$ cat src/rtl/mem_bus_pkg.sv
// Shared types and default widths for the system RAM bus arbiter.
package mem_bus_pkg;

  localparam int unsigned ADDR_W_DEF = 8;
  localparam int unsigned DATA_W_DEF = 8;
  localparam int unsigned CNT_W      = 4;

  typedef enum logic [1:0] {
    IDLE  = 2'd0,
    ISSUE = 2'd1,
    WAIT  = 2'd2,
    DONE  = 2'd3
  } arb_state_t;

  typedef enum logic {
    OWN_CPU = 1'b0,
    OWN_IO  = 1'b1
  } owner_t;

endpackage

$ cat src/rtl/arb_starve_ctr.sv
// Saturating count of consecutive IO arbitration losses; sat_c forces an IO grant.
module arb_starve_ctr #(
  parameter int unsigned MAX = 4,
  parameter int unsigned W   = 4
) (
  input  logic clk,
  input  logic reset_n,
  input  logic inc_i,
  input  logic clr_i,
  output logic sat_c
);

  logic [W-1:0] cnt_q, cnt_d;

  always_comb begin
    cnt_d = cnt_q;
    if (clr_i) begin
      cnt_d = '0;
    end else if (inc_i && (cnt_q != W'(MAX))) begin
      cnt_d = cnt_q + W'(1);
    end
  end

  always_ff @(posedge clk or negedge reset_n) begin
    if (!reset_n) begin
      cnt_q <= '0;
    end else begin
      cnt_q <= cnt_d;
    end
  end

  assign sat_c = (cnt_q == W'(MAX));

endmodule

$ cat src/rtl/mem_bus_arbiter.sv
// CPU/IO arbiter for the single-port system RAM: issue, fixed-latency wait, one-cycle ready.
module mem_bus_arbiter
  import mem_bus_pkg::*;
#(
  parameter int unsigned ADDR_W      = ADDR_W_DEF,
  parameter int unsigned DATA_W      = DATA_W_DEF,
  parameter int unsigned RAM_LATENCY = 2,
  parameter int unsigned MAX_WAIT    = 4
) (
  input  logic              clk,
  input  logic              reset_n,
  input  logic              cpu_req,
  input  logic              cpu_we,
  input  logic [ADDR_W-1:0] cpu_addr,
  input  logic [DATA_W-1:0] cpu_wdata,
  output logic              cpu_ready,
  output logic [DATA_W-1:0] cpu_rdata,
  input  logic              io_req,
  input  logic              io_we,
  input  logic [ADDR_W-1:0] io_addr,
  input  logic [DATA_W-1:0] io_wdata,
  output logic              io_ready,
  output logic [DATA_W-1:0] io_rdata,
  output logic              mem_en,
  output logic              mem_we,
  output logic [ADDR_W-1:0] mem_addr,
  output logic [DATA_W-1:0] mem_wdata,
  input  logic [DATA_W-1:0] mem_rdata,
  output logic              busy,
  output logic              owner
);

  if ((RAM_LATENCY < 1) || (RAM_LATENCY > 15)) begin : g_bad_latency
    $error("mem_bus_arbiter: RAM_LATENCY must be in 1..15");
  end
  if ((MAX_WAIT < 1) || (MAX_WAIT > 15)) begin : g_bad_max_wait
    $error("mem_bus_arbiter: MAX_WAIT must be in 1..15");
  end

  arb_state_t        state_q, state_d;
  owner_t            own_q, own_d;
  logic              we_q, we_d;
  logic [ADDR_W-1:0] addr_q, addr_d;
  logic [DATA_W-1:0] wdata_q, wdata_d;
  logic [CNT_W-1:0]  lat_q, lat_d;
  logic              mem_en_q, mem_en_d, mem_we_q, mem_we_d;
  logic [ADDR_W-1:0] mem_addr_q, mem_addr_d;
  logic [DATA_W-1:0] mem_wdata_q, mem_wdata_d;
  logic              cpu_ready_q, cpu_ready_d, io_ready_q, io_ready_d;
  logic [DATA_W-1:0] cpu_rdata_q, cpu_rdata_d, io_rdata_q, io_rdata_d;
  logic              busy_q, busy_d;
  logic              starve_sat_c, starve_inc_c, starve_clr_c, io_win_c;

  // IO only wins a contested cycle once it has lost MAX_WAIT times in a row.
  assign io_win_c     = io_req && (!cpu_req || starve_sat_c);
  assign starve_inc_c = (state_q == IDLE) && io_req && cpu_req && !io_win_c;
  assign starve_clr_c = (state_q == IDLE) && io_win_c;

  arb_starve_ctr #(
    .MAX (MAX_WAIT),
    .W   (CNT_W)
  ) u_starve (
    .clk     (clk),
    .reset_n (reset_n),
    .inc_i   (starve_inc_c),
    .clr_i   (starve_clr_c),
    .sat_c   (starve_sat_c)
  );

  always_comb begin
    state_d     = state_q;
    own_d       = own_q;
    we_d        = we_q;
    addr_d      = addr_q;
    wdata_d     = wdata_q;
    lat_d       = lat_q;
    mem_en_d    = 1'b0;
    mem_we_d    = 1'b0;
    mem_addr_d  = '0;
    mem_wdata_d = '0;
    cpu_ready_d = 1'b0;
    io_ready_d  = 1'b0;
    cpu_rdata_d = cpu_rdata_q;
    io_rdata_d  = io_rdata_q;
    case (state_q)
      IDLE: begin
        if (cpu_req || io_req) begin
          own_d       = io_win_c ? OWN_IO : OWN_CPU;
          we_d        = io_win_c ? io_we : cpu_we;
          addr_d      = io_win_c ? io_addr : cpu_addr;
          wdata_d     = io_win_c ? io_wdata : cpu_wdata;
          // Bus strobes are registered so they appear exactly in the ISSUE cycle.
          mem_en_d    = 1'b1;
          mem_we_d    = we_d;
          mem_addr_d  = addr_d;
          mem_wdata_d = wdata_d;
          state_d     = ISSUE;
        end
      end
      ISSUE: begin
        lat_d   = CNT_W'(RAM_LATENCY);
        state_d = WAIT;
      end
      WAIT: begin
        lat_d = lat_q - CNT_W'(1);
        if (lat_q == CNT_W'(1)) begin
          if (!we_q) begin
            if (own_q == OWN_IO) io_rdata_d = mem_rdata;
            else                 cpu_rdata_d = mem_rdata;
          end
          if (own_q == OWN_IO) io_ready_d = 1'b1;
          else                 cpu_ready_d = 1'b1;
          state_d = DONE;
        end
      end
      DONE:    state_d = IDLE;
      default: state_d = IDLE;
    endcase
    busy_d = (state_d != IDLE);
  end

  always_ff @(posedge clk or negedge reset_n) begin
    if (!reset_n) begin
      state_q     <= IDLE;
      own_q       <= OWN_CPU;
      we_q        <= 1'b0;
      addr_q      <= '0;
      wdata_q     <= '0;
      lat_q       <= '0;
      mem_en_q    <= 1'b0;
      mem_we_q    <= 1'b0;
      mem_addr_q  <= '0;
      mem_wdata_q <= '0;
      cpu_ready_q <= 1'b0;
      io_ready_q  <= 1'b0;
      cpu_rdata_q <= '0;
      io_rdata_q  <= '0;
      busy_q      <= 1'b0;
    end else begin
      state_q     <= state_d;
      own_q       <= own_d;
      we_q        <= we_d;
      addr_q      <= addr_d;
      wdata_q     <= wdata_d;
      lat_q       <= lat_d;
      mem_en_q    <= mem_en_d;
      mem_we_q    <= mem_we_d;
      mem_addr_q  <= mem_addr_d;
      mem_wdata_q <= mem_wdata_d;
      cpu_ready_q <= cpu_ready_d;
      io_ready_q  <= io_ready_d;
      cpu_rdata_q <= cpu_rdata_d;
      io_rdata_q  <= io_rdata_d;
      busy_q      <= busy_d;
    end
  end

  assign cpu_ready = cpu_ready_q;
  assign cpu_rdata = cpu_rdata_q;
  assign io_ready  = io_ready_q;
  assign io_rdata  = io_rdata_q;
  assign mem_en    = mem_en_q;
  assign mem_we    = mem_we_q;
  assign mem_addr  = mem_addr_q;
  assign mem_wdata = mem_wdata_q;
  assign busy      = busy_q;
  assign owner     = own_q;

endmodule

$ cat config.mk
export PLATFORM = sky130hd
export DESIGN_NAME = mem_bus_arbiter
export DESIGN_NICKNAME = d
export VERILOG_FILES = /design/src/rtl/mem_bus_pkg.sv /design/src/rtl/arb_starve_ctr.sv /design/src/rtl/mem_bus_arbiter.sv
export SDC_FILE = /design/constraint.sdc
export NUM_CORES = 1
export LEC_CHECK = 0
export BUFFER_PORTS_ARGS = -buffer_cell sky130_fd_sc_hd__buf_4
export CORE_ASPECT_RATIO = 0.8
export CORE_MARGIN = 2
export CORE_UTILIZATION = 52
export DETAILED_ROUTE_END_ITERATION = 16
export PLACE_DENSITY = 0.8
export SETUP_SLACK_MARGIN = 0.5
export SYNTH_ARGS = -nofsm -noshare
export SYNTH_HDL_FRONTEND = slang
export SYNTH_SLANG_ARGS = --single-unit
$ cat constraint.sdc
create_clock -name clk -period 3.8 [get_ports clk]
set_clock_uncertainty 0.1 [all_clocks]
set_input_delay 0 -clock clk [delete_from_list [all_inputs] [get_ports clk]]
set_output_delay 0 -clock clk [all_outputs]
set_load 0.01 [all_outputs]
* After elaboration in Yosys (flattened, before gate mapping) *
Index checks and enable logic that the tools add are counted.
W data, S select, Z words.

storage, ports and cells
  bits in registers = 49
  input port bits = 46
  output and inout port bits = 38
  word-level logic and storage cells = 65

cells by class
  add/subtract/negate cells = 2
  equality and inequality tests = 6
  multiplexer cells = 24
  bitwise gates (word level) = 2
  reductions and logical operators = 17

operators by type and width
  kind                   count
  $mux W8                6
  $mux W1                12
  $mux W4                2
  $pmux W2 S4            1
  $pmux W4 S2            1
  $reduce_and A4 Y1      2
  $logic_and A1 B1 Y1    6
  $reduce_bool A2 Y1     3
  $add A4 B1 Y4 const B  1
  $eq A2 B2 Y1 const B   2
  $eq A4 B1 Y1 const B   1
  $eq A4 B3 Y1 const B   1
  $mux W2                2
  $ne A4 B3 Y1 const B   1
  $sub A4 B1 Y4 const B  1
  $eq A2 B1 Y1 const B   1
  $logic_not A1 Y1       2
  $logic_not A2 Y1       1
  $logic_or A1 B1 Y1     2
  $not A1 Y1             2
  $reduce_and A2 Y1      1

* Logic depth before layout (Yosys ltp) *
  word-level depth = 8
  depth in mapped cells = 6
  depth with buffers taken out = 6

* Modules after synthesis *
A second synthesis with hierarchy kept.

second synthesis, totals
  cell total of the unflattened synthesis = 184
  area total of the unflattened synthesis = 2127.0 µm²

modules (own cells, without submodules)
  module           instances  cells an instance  area each (µm²)  seq. area each (µm²)
  mem_bus_arbiter  1          160                1893.1           1126.1
  arb_starve_ctr   1          24                 234.0            100.1

* Worst setup path before layout *
No wires, ideal clock.

  path kind = register to register
  start point = reg state_q[0]
  end point = reg cpu_rdata_q[0], in the netlist cpu_rdata[0]
  library setup time = 0.125 ns
  arrival time = 1.526 ns
  slack = 2.050 ns
  stages on the path, launching flop included = 6
  path buffers = 0
  clock period less this slack = 1.750 ns
  cell sequence = dfrtp_1 > inv_1 > ha_1 > nand4bb_2 > nor3_4 > mux2_2

between the ends
  word-level cells in the longest chain between the ends = 2

ends and longest elaborated chain
  item                         RTL line                text
  start, declared              mem_bus_arbiter.sv:40   arb_state_t state_q, state_d;
  start signal, assigned       mem_bus_arbiter.sv:140  state_q <= state_d;
  $eq A2 B2 Y1                 mem_bus_arbiter.sv:85   case (state_q)
  $reduce_and A4 Y1 (no line)  n/a
  end signal, assigned         mem_bus_arbiter.sv:152  cpu_rdata_q <= cpu_rdata_d;
  end, declared                mem_bus_arbiter.sv:50   logic [DATA_W-1:0] cpu_rdata_q, cpu_rdata_d, io_rdata_q, io_rdata_d;

Every way passes these cells.
A chain may end at the register's enable or synchronous reset.

* Final worst setup path *
  start point = in cpu_req
  end point = reg mem_wdata_q[5], in the netlist mem_wdata[5]

between the ends
  word-level cells in the longest chain between the ends = 6

ends and longest elaborated chain
  item                  RTL line                text
  start, declared       mem_bus_arbiter.sv:12   input logic cpu_req,
  $logic_not A1 Y1      mem_bus_arbiter.sv:55   assign io_win_c = io_req && (!cpu_req || starve_sat_c);
  $logic_or A1 B1 Y1    mem_bus_arbiter.sv:55
  $logic_and A1 B1 Y1   mem_bus_arbiter.sv:55
  $mux W8               mem_bus_arbiter.sv:91   wdata_d = io_win_c ? io_wdata : cpu_wdata;
  $mux W8 (*)           mem_bus_arbiter.sv:87   if (cpu_req || io_req) begin
  $mux W8 (*)           mem_bus_arbiter.sv:85
  via mem_wdata_d[5]    mem_bus_arbiter.sv:48   logic [DATA_W-1:0] mem_wdata_q, mem_wdata_d;
  end signal, assigned  mem_bus_arbiter.sv:149  mem_wdata_q <= mem_wdata_d;
  end, declared         mem_bus_arbiter.sv:48

The timed path passes the listed nets; every way through them passes the cells marked *.

==> run_results.csv <==
group,metric,value,unit
status,status,"finished, final reports clean",
logic_synthesis,syn-mean-instance-area,11.9,um2
worst_setup_path,worstReg2RegStart,"u_starve.cnt_q[0]",
clock_network,cts_tree,"built",
timing,period_share,66.1,%
finish,n_antenna_cell,0,
clock_network,post_cts_resized,0,
global_routing,grt_usage,25.3,%
power_and_ir_drop,p_leak,1.71,nW
detailed_routing,drt_wl_total,5680,um
finish,final_cells,370,
place,dp_cells,317,
floorplanning,die_area,0.00482,mm2
logic_synthesis,async_flop_share,100,%
timing,drv_slew,0,
timing,finalCriticalPeriod,2.51,ns
logic_synthesis,synth_seq_cells,49,
floorplanning,ioPinCount,84,
clock_network,cts-buffers-inserted,5,
floorplanning,initial_utilization,53.6,%
clock_network,clk_latency,0.30,ns
logic_synthesis,synthTopCellsByArea,"dfrtp_1 (55%), mux2_2 (8.1%), a21bo_2 (7.2%), nand3_1 (5.0%), a21oi_1 (4.3%)",
floorplanning,die_w,77.1,um
logic_synthesis,synth_cells,187,
floorplanning,core-area,0.00415,mm2
logic_synthesis,synth_nets,240,
clock_network,root_buffer,"clkbuf_8",
detailed_routing,drt-pass1-iter-count,4,
logic_synthesis,synth_area_leader_cell,"dfrtp_1",
logic_synthesis,yosysSeqAreaShare,55.1,%
logic_synthesis,yosysUniqueCellTypes,35,
clock_network,post-cts-setup-buffers,0,
clock_network,htreeDepth,2,
global_routing,grt_overflow,0,
timing,setup_viol,0,
clock_network,clock_sinks,49,
worst_setup_path,startpoint_type,"input pin",
detailed_routing,ant_nets,0,
place,dp_slack,1.83,ns
finish,area_growth,53.5,%
detailed_routing,routedWlPerCell,15.4,um
finish,nNetsFinal,365,
place,port_buffers,83,
logic_synthesis,yosys_warnings,0,
worst_setup_path,r2r_end,"mem_addr[4]",
floorplanning,chipHeight,62.5,um
logic_synthesis,ys.flop_type,"dfrtp_1",
power_and_ir_drop,p_per_area,573,mW/mm2
timing,hold_viol_final,0,
worst_hold_path,min_path_type,"in -> reg",
worst_hold_path,holdCritStartpoint,"io_req",
global_routing,antenna_found_initial,0,
global_routing,grt_pass1_wl,9450,um
timing,max_freq,398,MHz
worst_hold_path,hold_depth,3,
worst_setup_path,cp.arrival,2.65,ns
logic_synthesis,synthTopCellsByCount,"dfrtp_1 (49), nand3_1 (22), a21oi_1 (19)",
logic_synthesis,synth_top_area_share,55.1,%
timing,fin_tns_setup,0,ns
worst_setup_path,crit_path_end_kind,"flop",
timing,rsz0062_at_grt,"no",
finish,fillers,251,
worst_setup_path,crit_fanout,34,
logic_synthesis,synth_area,0.00222,mm2
worst_setup_path,r2r_cells,6,
global_routing,grt_max_degree,50,
worst_setup_path,cp.required,3.93,ns
timing,fin_ws,1.29,ns
place,place_congestion,0.771,
logic_synthesis,yosysMostFrequentCell,"dfrtp_1",
global_routing,grt_pass1_vias,1974,
detailed_routing,vias,1900,
worst_setup_path,r2r_slack,1.35,ns
finish,drive_above_1_share,41.2,%
clock_network,clock_path_buffers,2,
flow_run,cap_violations,0,
place,dp_hpwl,3350,um
timing,worst_slew_pin_slew,1.19,ns
clock_network,holdBufCountCts,45,
detailed_routing,avgViaCountPerCell,5.14,
timing,max_slew_margin,20.5,%
logic_synthesis,synth_edf_count,0,
worst_setup_path,path_class,"in -> reg",
power_and_ir_drop,peakVddDrop,312,uV
worst_hold_path,hold-path-endpoint,"u_starve.cnt_q[0]",
clock_network,clkTransAtPathRegs,0.09,ns
detailed_routing,post-route-drc-count,0,
detailed_routing,dr.first_iter.drc_count,93,
floorplanning,row_count,21,
[worst max path at each step]
stage                          start  cells after the start           end  slack [ns]
after floorplan           state_q[0]                      5  cpu_rdata[0]        2.05
after global placement    state_q[0]                      5  cpu_rdata[3]        1.93
after CTS                    cpu_req                      6  mem_wdata[5]        1.39
final                        cpu_req                      6  mem_wdata[5]        1.29
after detailed placement  state_q[0]                      5  cpu_rdata[1]        1.83
after global routing         cpu_req                      6   mem_addr[4]        1.09
[through the flow]
stage / power, W / instance area, um2 / util (%) / hold slack [ns]
after floorplan: 0.00122 / 2220 / - / -0.396
final: 0.00196 / 3410 / 82.2 / 0.0285
after CTS: 0.00195 / 3410 / 82.2 / 0.00550
after global routing: 0.00209 / 3410 / 82.2 / 0.0353
after global placement: 0.00154 / 2870 / 69.2 / -0.0498
after detailed placement: 0.00157 / 2870 / 69.2 / -0.0476
[area by class of cell]
type	instances	area, um2	share of cell area, %
well taps	57	71.3	2.09
multi-input cells	119	917	26.9
repair buffers	128	1070	31.5
clock buffers	5	68.8	2.02
flip-flops and latches	49	1230	35.9
clock inverters	3	22.5	0.660
inverters	9	33.8	0.990
[cells by family (layout without fill, tap and decap cells)]
| kind of cell | count (synthesis) | in the layout | share of synthesized area, % |
|---|---|---|---|
| buf+inv | 19 | 145 | 3.60 |
| flops | 49 | 49 | 55.1 |
| mux | 17 | 17 | 8.55 |
| compound gates | 50 | 50 | 16.0 |
| xor+xnor | 1 | 1 | 0.394 |
| fa+ha+maj | 7 | 7 | 3.94 |
| simple gates | 44 | 44 | 12.4 |
[worst max-delay path, cell delays in order]
cell,delay (ns)
dlygate4sd3_1,0.53
buf_4,0.14
nand2b_1,0.91
nand3_1,0.25
a21oi_1,0.22
dlygate4sd3_1,0.58
[where the power goes]
part | internal [W] | switching, W | leakage, nW
registers | 0.000694 | 0.000111 | 0.619
clock network | 0.000131 | 0.000177 | 0.0481
logic | 0.000450 | 0.000393 | 1.04
total | 0.00128 | 0.000681 | 1.71
[state kept, by name, indices dropped and copies added, names as in the netlist, 2 cells and up]
register / cells
cpu_rdata: 8
lat_q: 4
mem_addr: 8
mem_wdata: 8
io_rdata: 8
u_starve.cnt_q: 4
state_q: 2
[cells in the final DEF, fill, tap and decap left out, types with 5 or more instances in the layout]
cell	n
a21bo_2	16
buf_4	83
ha_1	7
o21ai_0	6
dlygate4sd3_1	45
mux2_2	16
clkbuf_8	5
nand3_1	22
inv_1	9
nor2_1	7
a21oi_1	19
dfrtp_1	49
[layer usage]
layer | vias to the layer above | track usage, % | part of all wire (%)
met5 | - | 0 | 0
met4 | 0 | 7.59 | 1.5
met3 | 8 | 7.80 | 6.8
met2 | 74 | 44.6 | 50
met1 | 909 | 29.8 | 41
li1 | 909 | - | -
Power figures use the tool's default switching activity.
